`src/rtl/pc_seq.sv`:
```
// pc_seq: front-of-fetch program counter with stall, absolute/relative jumps and an
// optional call/return stack that is compiled in only when PC_RET_STACK_EN is defined.
module pc_seq #(
  parameter int           D          = 12,
  parameter int           DEPTH      = 4,
  parameter int           OFFW       = 8,
  parameter logic [D-1:0] RESET_ADDR = '0
) (
  input  logic                       clk,
  input  logic                       reset,
  input  logic                       nextFlag,
  input  logic                       absjump_en,
  input  logic [D-1:0]               target,
  input  logic                       reljump_en,
  input  logic [OFFW-1:0]            offset,
  input  logic                       call_en,
  input  logic                       ret_en,
  output logic [D-1:0]               prog_ctr,
  output logic [$clog2(DEPTH+1)-1:0] stack_depth,
  output logic                       stack_full,
  output logic                       stack_empty,
  output logic                       stack_err
);

  localparam int SW = $clog2(DEPTH+1);

  logic [D-1:0]           pc_q, pc_d;
  logic [D-1:0]           pc_inc, pc_rel;
  logic signed [OFFW-1:0] off_s;

  assign pc_inc = pc_q + D'(1);
  assign off_s  = offset;
  // Size-casting a signed operand sign-extends, so this also covers OFFW == D.
  assign pc_rel = pc_q + D'(off_s);

`ifdef PC_RET_STACK_EN

  localparam int AW = (DEPTH > 1) ? $clog2(DEPTH) : 1;

  logic [D-1:0]  stack_q [DEPTH];
  logic [SW-1:0] depth_q, depth_d;
  logic          err_q, err_d;
  logic          full, empty, push;
  logic [AW-1:0] top_idx, push_idx;

  assign full     = (depth_q == SW'(DEPTH));
  assign empty    = (depth_q == '0);
  assign top_idx  = AW'(depth_q - SW'(1));
  assign push_idx = AW'(depth_q);

  // NOTE: every signal written here gets a default first, so no path leaves it unassigned (no latch).
  always_comb begin
    pc_d    = pc_q;
    depth_d = depth_q;
    err_d   = err_q;
    push    = 1'b0;
    if (nextFlag) begin
      if (ret_en) begin
        if (!empty) begin
          pc_d    = stack_q[top_idx];
          depth_d = depth_q - SW'(1);
        end else begin
          pc_d  = pc_inc;
          err_d = 1'b1;
        end
      end else if (call_en) begin
        pc_d = target;
        if (!full) begin
          push    = 1'b1;
          depth_d = depth_q + SW'(1);
        end else begin
          err_d = 1'b1;
        end
      end else if (absjump_en) begin
        pc_d = target;
      end else if (reljump_en) begin
        pc_d = pc_rel;
      end else begin
        pc_d = pc_inc;
      end
    end
  end

  always_ff @(posedge clk or negedge reset) begin
    if (!reset) begin
      depth_q <= '0;
      err_q   <= 1'b0;
    end else begin
      depth_q <= depth_d;
      err_q   <= err_d;
    end
  end

  // NOTE: stack storage has no reset; entries above depth_q are never read.
  always_ff @(posedge clk) begin
    if (push) stack_q[push_idx] <= pc_inc;
  end

  assign stack_depth = depth_q;
  assign stack_full  = full;
  assign stack_empty = empty;
  assign stack_err   = err_q;

`else

  // Without a stack, a call is a plain jump and a return is a plain increment.
  always_comb begin
    pc_d = pc_q;
    if (nextFlag) begin
      if (ret_en) begin
        pc_d = pc_inc;
      end else if (call_en || absjump_en) begin
        pc_d = target;
      end else if (reljump_en) begin
        pc_d = pc_rel;
      end else begin
        pc_d = pc_inc;
      end
    end
  end

  assign stack_depth = '0;
  assign stack_full  = 1'b0;
  assign stack_empty = 1'b1;
  assign stack_err   = 1'b0;

`endif

  // NOTE: state registers use non-blocking assignments so every flop samples pre-edge values.
  always_ff @(posedge clk or negedge reset) begin
    if (!reset) pc_q <= RESET_ADDR;
    else        pc_q <= pc_d;
  end

  assign prog_ctr = pc_q;

endmodule

```
`config.mk`:
```
export PLATFORM = sky130hd
export DESIGN_NAME = pc_seq
export DESIGN_NICKNAME = d
export VERILOG_FILES = /design/src/rtl/pc_seq.sv
export SDC_FILE = /design/constraint.sdc
export NUM_CORES = 1
export LEC_CHECK = 0
export BUFFER_PORTS_ARGS = -buffer_cell sky130_fd_sc_hd__buf_4
export CORE_ASPECT_RATIO = 0.9
export CORE_MARGIN = 4
export CORE_UTILIZATION = 29
export CTS_CLUSTER_SIZE = 40
export DETAILED_ROUTE_END_ITERATION = 7
export PLACE_DENSITY_LB_ADDON = 0.1
export SETUP_SLACK_MARGIN = 0.2
export SLEW_MARGIN = 20
export SYNTH_ARGS = -nofsm -noshare
export SYNTH_HDL_FRONTEND = slang
export SYNTH_SLANG_ARGS = --single-unit
```
`constraint.sdc`:
```
create_clock -name clk -period 3.64 [get_ports clk]
set_input_delay 0 -clock clk [delete_from_list [all_inputs] [get_ports clk]]
set_output_delay 0 -clock clk [all_outputs]
set_load 0.05 [all_outputs]
```
* After elaboration in Yosys (flattened, before gate mapping)
Index checks and enable logic that the tools add are counted.
** Word-level totals
- Input port bits :: 27
- Output and inout port bits :: 18
- Latch bits :: 0
- Memories :: 0
- Memory bits (read-only) :: 0
- Word-level logic and storage cells :: 7
- Flip-flop bits (word level) :: 12
- Bits in writable memories :: 0
** Cells by class
- Shift-type cells :: 0
- Bitwise gates (word level) :: 0
- $add $sub $neg :: 2
- Divide/modulo/power cells :: 0
- Equality and inequality tests :: 0
- Reduce and logical (&&, ||, !) cells :: 1
- Multiply operators :: 0
- Magnitude comparators :: 0
- Mux-type cells :: 3
** Operators with widths (count)
- $mux W12 :: 3
- $add A12 B1 Y12 const B :: 1
- $add A12 B12 Y12 :: 1
- $logic_or A1 B1 Y1 :: 1

* Logic depth before layout (Yosys ltp)
- Depth in word-level cells :: 4
- Gate-level depth with buffers :: 9
- Depth with buffers taken out :: 9

* Worst setup path before layout
Ideal clock, no wire load.
- Kind :: register to register
- Start point :: register pc_q[0] (netlist: prog_ctr[0])
- End point :: register pc_q[6] (netlist: prog_ctr[6])
- Path buffers :: 0
- Data required time :: 3.566 ns
- Clock period less this slack :: 2.314 ns
- Path slack :: 1.326 ns
- Stages on the path, launching flop included :: 10
- Arrival time :: 2.240 ns
- Setup time :: 0.074 ns
- Path through :: dfrtp_1 ha_1 inv_1 fa_1 nor2b_4 o31a_4 nor4_1 o31ai_1 o211ai_1 a21oi_2
** Between the ends
- Word-level cells in the longest chain between the ends :: 4
- Elaborated cells on any way between the ends :: 5
- Classes of those cells :: add/sub: 2; mux: 3
** RTL lines
- start, declared :: line 27 : logic [D-1:0] pc_q, pc_d;
- start signal, assigned :: line 132 : else pc_q <= pc_d;
- $add A12 B1 Y12 or $add A12 B12 Y12 (tied branches) :: line 31, 34
- $mux W12 :: line 114 : end else if (reljump_en) begin
- $mux W12 :: line 112 : end else if (call_en || absjump_en) begin
- $mux W12 (*) :: line 110 : if (ret_en) begin
Mark *: on every way between the ends. The rest lies on a longest branch, timed or not.
A chain may end at the register's enable or synchronous reset.

* Worst setup path after layout
Same ends and word-level chain as after synthesis.

==> key figures <==
Synthesis
  – Netlist Area Pre-Place: around 0.0016 sq mm
  – Mean Syn Cell Area: 8.288 sq um
  – Area contributors post-synth: dfrtp_1 19%, ha_1 9.6%, a21oi_1 5.4%
  – Area leader, netlist: dfrtp_1
  – Post-synthesis register bit count: 12
  – Post-synth cell types: 60
  – Top post-synthesis cells by count: 17 x a21oi_1, 14 x nand2_1, 12 x dfrtp_1, 12 x ha_1, 12 x o21ai_0
  – Register area share after synthesis: 19.17%
  – Most common cell in the netlist: a21oi_1
  – Synth Instances: 189
  – Post-synth EDFFs: 0
  – Ys async rst share: 100.0%
  – Main synth FF type: dfrtp_1
  – Ys Warns: 0
  – Synth top area share: about a fifth

Setup path
  – R2R setup slack: between 1 and 1.5 ns
  – Crit start category: register
  – WP data required: 3.81 ns
  – WS Path Type: reg2reg
  – Worst EP arrival: 2.43 ns
  – Critical path capture point type: register
  – Worst Path Max Fanout: 6

STA
  – Clk_skew: 0.004220 ns
  – Final setup TNS: 0 ns
  – Final setup viols: 0
  – Final worst setup slack: 1.384 ns
  – Slew headroom: 64.65%
  – Worst-Margin Slew: 0.5303 ns
  – RSZ-0062 raised after global routing: no
  – Fin crit share: 61.97%
  – Fin. Hold Viols: 0
  – Fin crit period: around 2.3 ns
  – Max-slew violations: 0
  – Fmax: 0.4433 GHz
  – Final hold slack: roughly 0.063 ns

Layout
  – Nets: ~270
  – Non-filler instance count after layout: 290
  – FF/Latch Area: 300.3 sq um
  – Multi-input gate area: 0.001187 sq mm
  – Layout cells sized above 1: 27.35%
  – Number of diodes: 0
  – Area growth syn-to-layout: 23.00%
  – Max reg flops: 12
  – Fillers: 560

Floorplanning
  – # IOs: 45
  – Die extent in y: 77.73 um
  – Core Area: around 0.0053 sq mm
  – DIE WIDTH: 85.47 um
  – Die ar.: 0.006643 sq mm
  – Initial Utilization: 29.81%
  – Cell Rows: 25

Global routing
  – Vias in the first global route: 1521
  – Antenna violations before repair: 0
  – Largest net degree at the start of global routing: 25
  – Total congestion overflow: 0
  – First-pass GRT wire length: 7590 um
  – Total GRT Usage: 14.53%

Worst hold path
  – Hold WC Path Type: in2reg

Detailed routing
  – Via count: 1568
  – DRC: 0
  – 1st-iter DRT viols: 71
  – Routed WL: 4841 um
  – WL/cell: 16.69 um
  – DRT antenna net count: 0
  – Drt via density: 5.407
  – Drt pass-1 iters: 4

Placed design
  – Routability cong.: between 0.8 and 0.9
  – Post-DP HPWL: 3801 um
  – Placed Instances: 286
  – Port bufs: 38
  – Setup WS pre-CTS: 1.375 ns

Clock network
  – CTS buffer count: 3
  – Worst-Skew Late Latency: 0.24 ns
  – Clock Tree Buf Depth: 2
  – Clock tree from TritonCTS: done
  – Post-CTS setup repair buffer count: 0
  – Root Driver: clkbuf_8
  – H-tree Lvls: 1
  – Clock slew seen by the registers of the worst setup and hold paths: 0.06 ns
  – Clk sink count: 12

Run
  – Number of max-cap violations: 0

Power and ir drop
  – Sequential Power Share: around a quarter
  – Clock power share: 14.1%
  – Sw Pwr: 435.7 uW
  – Sw Ratio: 49.96%
  – Pwr/cell area: 452.6 mW/mm^2
  – Int Pwr: 436.4 uW
  – Combinational power share: 60.4%
  – Leak: ~0.0008 uW
  – VDD IR max: 182.1 uV

Outcome
  – Status: finished, final reports clean
## layer usage
metal | global-route usage, % | vias to the layer above | wire length (um)
met4 | 4.272 | 0 | 60
met3 | 3.397 | 6 | 277
met5 | 0 | - | 0
li1 | - | 781 | -
met1 | 19.66 | 730 | 2273
met2 | 22.90 | 51 | 2229
## worst max-delay path, stage by stage, from the launching register on
cell      delay [ns]
dfrtp_1         0.46
ha_1            0.27
inv_1           0.09
fa_1            0.27
nor2b_4         0.06
o31a_4          0.31
and3_4          0.18
o31ai_1         0.27
o211ai_1        0.15
a21oi_2         0.13
## cells by family (layout without fill, tap and decap cells)
kind of cell | after synthesis | in the layout | synth area share, %
AND/OR/NAND/NOR | 57 | 57 | 23.64
buffers and inverters | 17 | 47 | 5.990
AO/OA/AOI/OAI | 76 | 76 | 32.91
adder cells (fa/ha/maj) | 13 | 13 | 10.86
multiplexers | 2 | 2 | 1.358
other | 2 | 6 | 0.4794
flip-flops | 12 | 12 | 19.17
XOR/XNOR | 10 | 10 | 5.591
## power by group through the flow
stage | clock network [uW] | logic [uW] | registers, uW
4_1_cts | 127 | 528 | 225
3_5_place_dp | 0 | 525 | 226
3_3_place_gp | 0 | 530 | 225
2_1_floorplan | 0 | 299 | 304
6_report | 123 | 526 | 223
5_1_grt | 133 | 575 | 232
## layout by cell type, fill, tap and decap left out, types with 2 or more instances in the layout
master / synthesis / layout
o211a_1: 2 / 2
dfrtp_1: 12 / 12
a22oi_1: 2 / 2
ha_1: 12 / 12
o211ai_1: 4 / 4
nand3b_1: 2 / 2
o22ai_1: 9 / 9
xor2_1: 4 / 4
nand4_1: 3 / 3
clkbuf_8: 0 / 3
or3_1: 2 / 2
nand3_1: 6 / 6
nor2_4: 3 / 3
nor3_1: 2 / 2
inv_1: 5 / 5
and3_1: 2 / 2
xnor2_1: 6 / 6
a31o_2: 2 / 2
nor2_1: 6 / 6
conb_1: 2 / 6
a21o_1: 2 / 2
o21ai_0: 12 / 12
nand2_1: 14 / 14
nor2b_1: 3 / 3
a21boi_0: 4 / 4
o31ai_1: 4 / 4
buf_4: 6 / 38
a21oi_1: 17 / 17
a221oi_1: 4 / 4
a21oi_2: 2 / 2
## layout make-up
class | instances | area share [%]
well taps | 67 | 4.351
repair buffers | 39 | 15.32
inverters | 5 | 0.9740
flip-flops and latches | 12 | 15.58
clock buffers | 3 | 2.143
multi-input cells | 164 | 61.62
## final timing paths
check	startpoint	endpoint	cells past startpoint
worst max register to register	prog_ctr[0]	prog_ctr[6]	9
min in group asynchronous	reset	prog_ctr[10]	2
worst min-delay path	target[6]	prog_ctr[6]	3
worst max-delay path	prog_ctr[0]	prog_ctr[6]	9
max in group asynchronous	reset	prog_ctr[0]	2
worst min register to register	prog_ctr[3]	prog_ctr[3]	2
## per-stage QoR
step | utilization [%] | total power (uW) | instance area [sq um]
after detailed placement | 35.69 | 751.5 | 1876
after global routing | 36.67 | 940.3 | 1927
final | 36.67 | 872.1 | 1927
after global placement | 35.69 | 754.6 | 1876
after floorplan | - | 603.6 | 1582
after CTS | 36.67 | 879.9 | 1927
## what timing repair did
item                                   4_1_cts  5_1_grt
endpoints found under the hold margin       12        0
resized for setup                            0        0
hold buffers                                 1        0
Power figures use the tool's default switching activity.
